==> src/rtl/instruction_fetcher.sv <==
// -----------------------------------------------------------------------------
// instruction_fetcher
//
// Front-end fetch unit. Keeps the program counter, issues one instruction-cache
// request at a time, redirects the PC on JAL and predicted-taken branches, and
// buffers fetched instructions (with their PC and predicted direction) in a
// small circular queue that the decoder drains. A ROB flush redirects the PC,
// empties the queue and discards the response of any in-flight cache request.
//
// Parameters
//   IQ_SIZE   instruction-queue depth (power of two, >= 2)
//   RESET_PC  PC value after reset
//
// Ports
//   clk_in               clock, rising edge
//   rst_in               asynchronous active-high reset
//   rdy_in               global enable; low freezes all state
//   if_to_ic_valid       cache request valid, held until the response
//   if_to_ic_PC          cache request address
//   ic_to_if_ready       one-cycle response pulse from the cache
//   ic_to_if_inst        instruction word returned with ic_to_if_ready
//   if_to_pr_PC          predictor lookup address (mirrors if_to_ic_PC)
//   pr_to_if_prediction  combinational taken prediction for if_to_pr_PC
//   if_to_dc_valid       queue head valid
//   if_to_dc_inst        queue head instruction
//   if_to_dc_PC          queue head PC
//   if_to_dc_pred        queue head predicted-taken bit
//   dc_to_if_ready       decoder accepts the head this cycle
//   rob_to_if_flush      redirect pulse from the ROB
//   rob_to_if_new_PC     redirect target
// -----------------------------------------------------------------------------
module instruction_fetcher #(
    parameter int          IQ_SIZE  = 8,
    parameter logic [31:0] RESET_PC = 32'h0
) (
    input  logic        clk_in,
    input  logic        rst_in,
    input  logic        rdy_in,

    output logic        if_to_ic_valid,
    output logic [31:0] if_to_ic_PC,
    input  logic        ic_to_if_ready,
    input  logic [31:0] ic_to_if_inst,

    output logic [31:0] if_to_pr_PC,
    input  logic        pr_to_if_prediction,

    output logic        if_to_dc_valid,
    output logic [31:0] if_to_dc_inst,
    output logic [31:0] if_to_dc_PC,
    output logic        if_to_dc_pred,
    input  logic        dc_to_if_ready,

    input  logic        rob_to_if_flush,
    input  logic [31:0] rob_to_if_new_PC
);

    localparam int PTR_W = $clog2(IQ_SIZE);

    localparam logic [PTR_W-1:0] PTR_ONE    = 1;
    localparam logic [PTR_W:0]   COUNT_ONE  = 1;
    localparam logic [PTR_W:0]   FULL_COUNT = IQ_SIZE[PTR_W:0];

    localparam logic [6:0] OPC_JAL    = 7'b1101111;
    localparam logic [6:0] OPC_BRANCH = 7'b1100011;

    typedef enum logic [1:0] {
        ST_IDLE,   // no request outstanding
        ST_WAIT,   // request outstanding, response will be queued
        ST_DROP    // request outstanding, response will be discarded
    } state_t;

    typedef struct packed {
        logic [31:0] inst;
        logic [31:0] pc;
        logic        pred;
    } iq_entry_t;

    state_t      state;
    logic [31:0] pc;

    iq_entry_t        iq_mem [IQ_SIZE];
    logic [PTR_W-1:0] head;
    logic [PTR_W-1:0] tail;
    logic [PTR_W:0]   count;

    // -------------------------------------------------------------------------
    // Decode of the returning instruction: next PC and predicted direction
    // -------------------------------------------------------------------------
    logic        is_jal;
    logic        is_branch;
    logic [31:0] j_imm;
    logic [31:0] b_imm;
    logic [31:0] next_pc;
    logic        resp_pred;

    assign is_jal    = (ic_to_if_inst[6:0] == OPC_JAL);
    assign is_branch = (ic_to_if_inst[6:0] == OPC_BRANCH);

    assign j_imm = {{11{ic_to_if_inst[31]}}, ic_to_if_inst[31], ic_to_if_inst[19:12],
                    ic_to_if_inst[20], ic_to_if_inst[30:21], 1'b0};
    assign b_imm = {{19{ic_to_if_inst[31]}}, ic_to_if_inst[31], ic_to_if_inst[7],
                    ic_to_if_inst[30:25], ic_to_if_inst[11:8], 1'b0};

    // JALR is deliberately treated as sequential; its target is resolved later.
    assign resp_pred = is_branch & pr_to_if_prediction;

    always_comb begin
        // NOTE: every path of a combinational block must assign its outputs;
        // the default here keeps the mux from turning into a latch.
        next_pc = pc + 32'd4;
        if (is_jal) begin
            next_pc = pc + j_imm;
        end else if (resp_pred) begin
            next_pc = pc + b_imm;
        end
    end

    // -------------------------------------------------------------------------
    // Queue push/pop qualifiers. A flush overrides both.
    // -------------------------------------------------------------------------
    logic iq_empty;
    logic iq_has_room;
    logic push;
    logic pop;

    assign iq_empty    = (count == '0);
    assign iq_has_room = (count < FULL_COUNT);
    assign push        = (state == ST_WAIT) && ic_to_if_ready && !rob_to_if_flush;
    assign pop         = !iq_empty && dc_to_if_ready && !rob_to_if_flush;

    // -------------------------------------------------------------------------
    // Fetch FSM, PC and request outputs
    // -------------------------------------------------------------------------
    always_ff @(posedge clk_in or posedge rst_in) begin
        if (rst_in) begin
            state          <= ST_IDLE;
            pc             <= RESET_PC;
            if_to_ic_valid <= 1'b0;
            if_to_ic_PC    <= RESET_PC;
        end else if (rdy_in) begin
            // NOTE: sequential state uses non-blocking assignments so every
            // register samples the pre-edge values regardless of statement order.
            if (rob_to_if_flush) begin
                pc <= rob_to_if_new_PC;
            end

            case (state)
                ST_IDLE: begin
                    // The flush cycle itself issues nothing; the redirected PC
                    // is requested on the following edge.
                    if (!rob_to_if_flush && iq_has_room) begin
                        state          <= ST_WAIT;
                        if_to_ic_valid <= 1'b1;
                        if_to_ic_PC    <= pc;
                    end
                end

                ST_WAIT: begin
                    if (ic_to_if_ready) begin
                        state          <= ST_IDLE;
                        if_to_ic_valid <= 1'b0;
                        if (!rob_to_if_flush) begin
                            pc <= next_pc;
                        end
                    end else if (rob_to_if_flush) begin
                        // Cache still owes us a response for the old address;
                        // keep the request up and throw the answer away.
                        state <= ST_DROP;
                    end
                end

                ST_DROP: begin
                    // A further flush here only moves pc (handled above).
                    if (ic_to_if_ready) begin
                        state          <= ST_IDLE;
                        if_to_ic_valid <= 1'b0;
                    end
                end

                default: begin
                    state          <= ST_IDLE;
                    if_to_ic_valid <= 1'b0;
                end
            endcase
        end
    end

    assign if_to_pr_PC = if_to_ic_PC;

    // -------------------------------------------------------------------------
    // Instruction queue
    // -------------------------------------------------------------------------
    always_ff @(posedge clk_in or posedge rst_in) begin
        if (rst_in) begin
            head  <= '0;
            tail  <= '0;
            count <= '0;
            // NOTE: the storage is reset because the head entry drives the
            // decoder outputs directly, which must read as zero out of reset.
            for (int i = 0; i < IQ_SIZE; i++) begin
                iq_mem[i] <= '0;
            end
        end else if (rdy_in) begin
            if (rob_to_if_flush) begin
                head  <= '0;
                tail  <= '0;
                count <= '0;
            end else begin
                if (push) begin
                    iq_mem[tail] <= '{inst: ic_to_if_inst, pc: pc, pred: resp_pred};
                    tail         <= tail + PTR_ONE;
                end
                if (pop) begin
                    head <= head + PTR_ONE;
                end
                case ({push, pop})
                    2'b10:   count <= count + COUNT_ONE;
                    2'b01:   count <= count - COUNT_ONE;
                    default: count <= count;
                endcase
            end
        end
    end

    assign if_to_dc_valid = !iq_empty;
    assign if_to_dc_inst  = iq_mem[head].inst;
    assign if_to_dc_PC    = iq_mem[head].pc;
    assign if_to_dc_pred  = iq_mem[head].pred;

endmodule

==> config.mk <==
export PLATFORM = sky130hd
export DESIGN_NAME = instruction_fetcher
export DESIGN_NICKNAME = d
export VERILOG_FILES = /design/src/rtl/instruction_fetcher.sv
export SDC_FILE = /design/constraint.sdc
export NUM_CORES = 1
export LEC_CHECK = 0
export CAP_MARGIN = 30
export CORE_MARGIN = 2
export CORE_UTILIZATION = 60
export CTS_CLUSTER_DIAMETER = 80
export DETAILED_ROUTE_END_ITERATION = 10
export HOLD_SLACK_MARGIN = 0.03
export PLACE_DENSITY_LB_ADDON = 0.2
export SKIP_CTS_REPAIR_TIMING = 1
export SLEW_MARGIN = 20
export SYNTH_ARGS = -nofsm -noshare
export SYNTH_HDL_FRONTEND = slang
export SYNTH_SLANG_ARGS = --single-unit
export TNS_END_PERCENT = 5
==> constraint.sdc <==
create_clock -name clk_in -period 31 [get_ports clk_in]
set_clock_uncertainty 0.2 [all_clocks]
set_input_delay 9.3 -clock clk_in [delete_from_list [all_inputs] [get_ports clk_in]]
set_output_delay 9.3 -clock clk_in [all_outputs]
set_load 0.01 [all_outputs]
==> run_results.csv <==
group,metric,value,unit
layout,n_antenna_cell,0,
cts,cts_buffers,61,
timing,fin_ws,16.81,ns
cts,cts_sinks,597,
timing,post-route-period-util,45.8,%
global_route,gr-total-overflow,0,
timing,min_period,14.19,ns
logic_synthesis,synth-seq-cells,597,
route,avgViaCountPerCell,6.45,
route,drt_iter0_markers,1676,
route,postRouteAntennaNets,0,
timing,drv_slew,0,
layout,drive_above_1_share,36.5,%
placement,place_congestion,0.960,
critical_path,cp.arrival,4.69,ns
route,drt-pass1-iter-count,5,
timing,relSlewSlack,32.8,%
cts,cts_max_level,2,
floorplanning,dieArea,52700,um2
global_route,grt_antenna_before_repair,1,
logic_synthesis,synthArstFlopShare,100,%
floorplanning,fp.dieW,230,um
logic_synthesis,syn_avg_cell_area,13.3,um2
critical_path,path_max_fanout,50,
cts,cts_tree,"yes",
route,vias,20000,
cts,root_buffer,"clkbuf_16",
route,route.detailed.drc,0,
logic_synthesis,synth_cells,2293,
floorplanning,rows,82,
cts,worstSkewPairLatency,0.63,ns
logic_synthesis,synthesis.nets,2418,
worst_hold_path,min_path_type,"reg -> reg",
logic_synthesis,synth-main-ff-cell,"dfrtp_1",
power,power_density,76.8,nW/um2
global_route,track_usage,30.2,%
power,p_leak,16.0,nW
route,wl_per_cell,25.2,um
status,outcome,"complete, no violations",
floorplanning,initial_core_util,60.9,%
logic_synthesis,synth-edff-count,0,
placement,io_buffer_count,201,
floorplanning,fp.coreArea,50200,um2
timing,worstMarginPinSlew,1.01,ns
layout,final_util,69.8,%
critical_path,crit_path_max_incr_delay,1.01,ns
logic_synthesis,ys_types,79,
global_route,grt_pass1_vias,20900,
critical_path,worstPathRequired,21.50,ns
critical_path,critPathLaunchType,"flip-flop",
layout,syn_to_final_growth,14.7,%
global_route,grt_max_degree,195,
placement,hpwlAfterDp,50500,um
placement,place_ws,17.39,ns
job,cap_violations,0,
layout,nets,2513,
timing,timing_hold_violations_final,0,
floorplanning,pin_count,202,
critical_path,crit_top_cell,"buf_4",
cts,clkTransAtPathRegs,0.06,ns
timing,max_freq,70.5,MHz
critical_path,cp-end-kind,"output pin",
critical_path,crit_slowest_cell,"dfrtp_4",
timing,setup_viol,0,
logic_synthesis,syn_area,30500,um2
cts,clk_path_buf_depth,3,
critical_path,crit_chain,"buf_4, buf_4, mux4_2, mux2_2, clkdlybuf4s50_1",
power,irDropWorstVdd,0.0564,mV
logic_synthesis,synth-seq-area-share,48.9,%
route,wirelength,78300,um
timing,setup_tns,0,ns
floorplanning,die_y,230,um
timing,grt_setup_unrepaired,"no",
critical_path,path_class,"reg -> out",
global_route,grt_pass1_wl,123000,um
logic_synthesis,yosysWarnings,0,
## cells in the final DEF (no fill, tap or decap), types with 18 or more instances in the layout
cell / Yosys / routed
inv_1: 31 / 30
mux2_2: 597 / 597
clkbuf_16: 0 / 61
clkdlybuf4s50_1: 0 / 201
clkbuf_1: 134 / 18
a21oi_1: 58 / 58
xnor2_1: 38 / 38
ha_1: 51 / 51
o21ai_0: 91 / 91
nand2_1: 103 / 103
nand3_1: 28 / 27
mux4_2: 130 / 130
dfrtp_1: 597 / 594
xor2_1: 22 / 22
buf_4: 32 / 32
nor2_1: 51 / 51
## power by group
part | internal (mW) | switching (mW) | total, mW
clock | 0.433 | 0.311 | 0.744
combinational | 0.504 | 0.409 | 0.912
sequential | 0.886 | 0.147 | 1.03
## through the flow
step	power, mW	std cells	hold WS, ns	area [um2]
6_report	2.69	3110	0.282	35000
5_1_grt	2.81	3110	0.307	35000
4_1_cts	2.70	3104	0.285	34900
3_5_place_dp	1.95	2991	0.271	32900
3_3_place_gp	1.93	2988	0.259	32800
2_1_floorplan	1.59	2293	0.245	30500
## flip-flops by register name, indices dropped and copies added, names as in the netlist
name	flops
iq_mem	520
if_to_ic_PC	32
pc	32
count	4
head	3
tail	3
state	2
if_to_ic_valid	1
## worst max-delay path: cells and delay by family, from the launching register on
kind,cells,cell delay [ns]
buffers and inverters,3,2.03
flip-flops,1,1.01
multiplexers,2,0.91
## final timing paths
kind | from | end | slack (ns) | cells past startpoint
max | head[0]$_DFFE_PP0P_ | if_to_dc_inst[23] | 16.81 | 5
min | iq_mem[380]$_DFFE_PP0P_ | iq_mem[380]$_DFFE_PP0P_ | 0.28 | 2
max reg2reg | state[1]$_DFFE_PP0P_ | iq_mem[152]$_DFFE_PP0P_ | 26.80 | 9
min reg2reg | iq_mem[380]$_DFFE_PP0P_ | iq_mem[380]$_DFFE_PP0P_ | 0.28 | 2
max in group asynchronous | rst_in | iq_mem[65]$_DFFE_PP0P_ | 19.41 | 6
min in group asynchronous | rst_in | iq_mem[125]$_DFFE_PP0P_ | 8.98 | 2
## kinds of logic after synthesis
family	after synthesis	share of synthesized area, %
xor gates and xnor gates	60	1.72
AOI/OAI and AO/OA	325	7.16
DFF	597	48.9
buffers and inverters	241	3.48
and+or+nand+nor	287	4.80
muxes	729	31.7
adders and majority gates	54	2.29
## cells in the mapped netlist (10+ instances only)
master,count,share of area (%)
dfrtp_1,597,49
mux2_2,597,22
clkbuf_1,134,1.6
mux4_2,130,9.6
nand2_1,103,1.3
o21ai_0,91,1.5
a21oi_1,58,0.95
ha_1,51,2.1
nor2_1,51,0.63
xnor2_1,38,1.1
buf_4,32,0.79
inv_1,31,0.38
buf_2,30,0.49
nand3_1,28,0.46
xor2_1,22,0.63
nor3_1,18,0.29
a21o_1,17,0.42
a211oi_1,14,0.34
buf_1,14,0.17
nand4_1,14,0.29
a22oi_1,13,0.32
a22o_1,11,0.32
a31oi_1,11,0.23
o211ai_1,11,0.27
and3_1,10,0.20
nor2b_1,10,0.20
o22ai_1,10,0.20
## routing by layer
metal | global-route usage (%) | vias up | routed length (um)
met2 | 48.5 | 649 | 37500
met5 | 0 | - | 8
met3 | 5.33 | 146 | 4310
li1 | - | 8707 | -
met1 | 42.0 | 10500 | 34100
met4 | 9.98 | 2 | 2480
## area by class of cell
cell class	count	area, um2
multi-input combinational	1455	14600
fill	3362	15100
tap	672	841
clock buffer	94	1800
timing repair buffer	242	2480
inverter	31	124
sequential	597	15000
clock inverter	19	239
(Power assumes the default switching activity.)
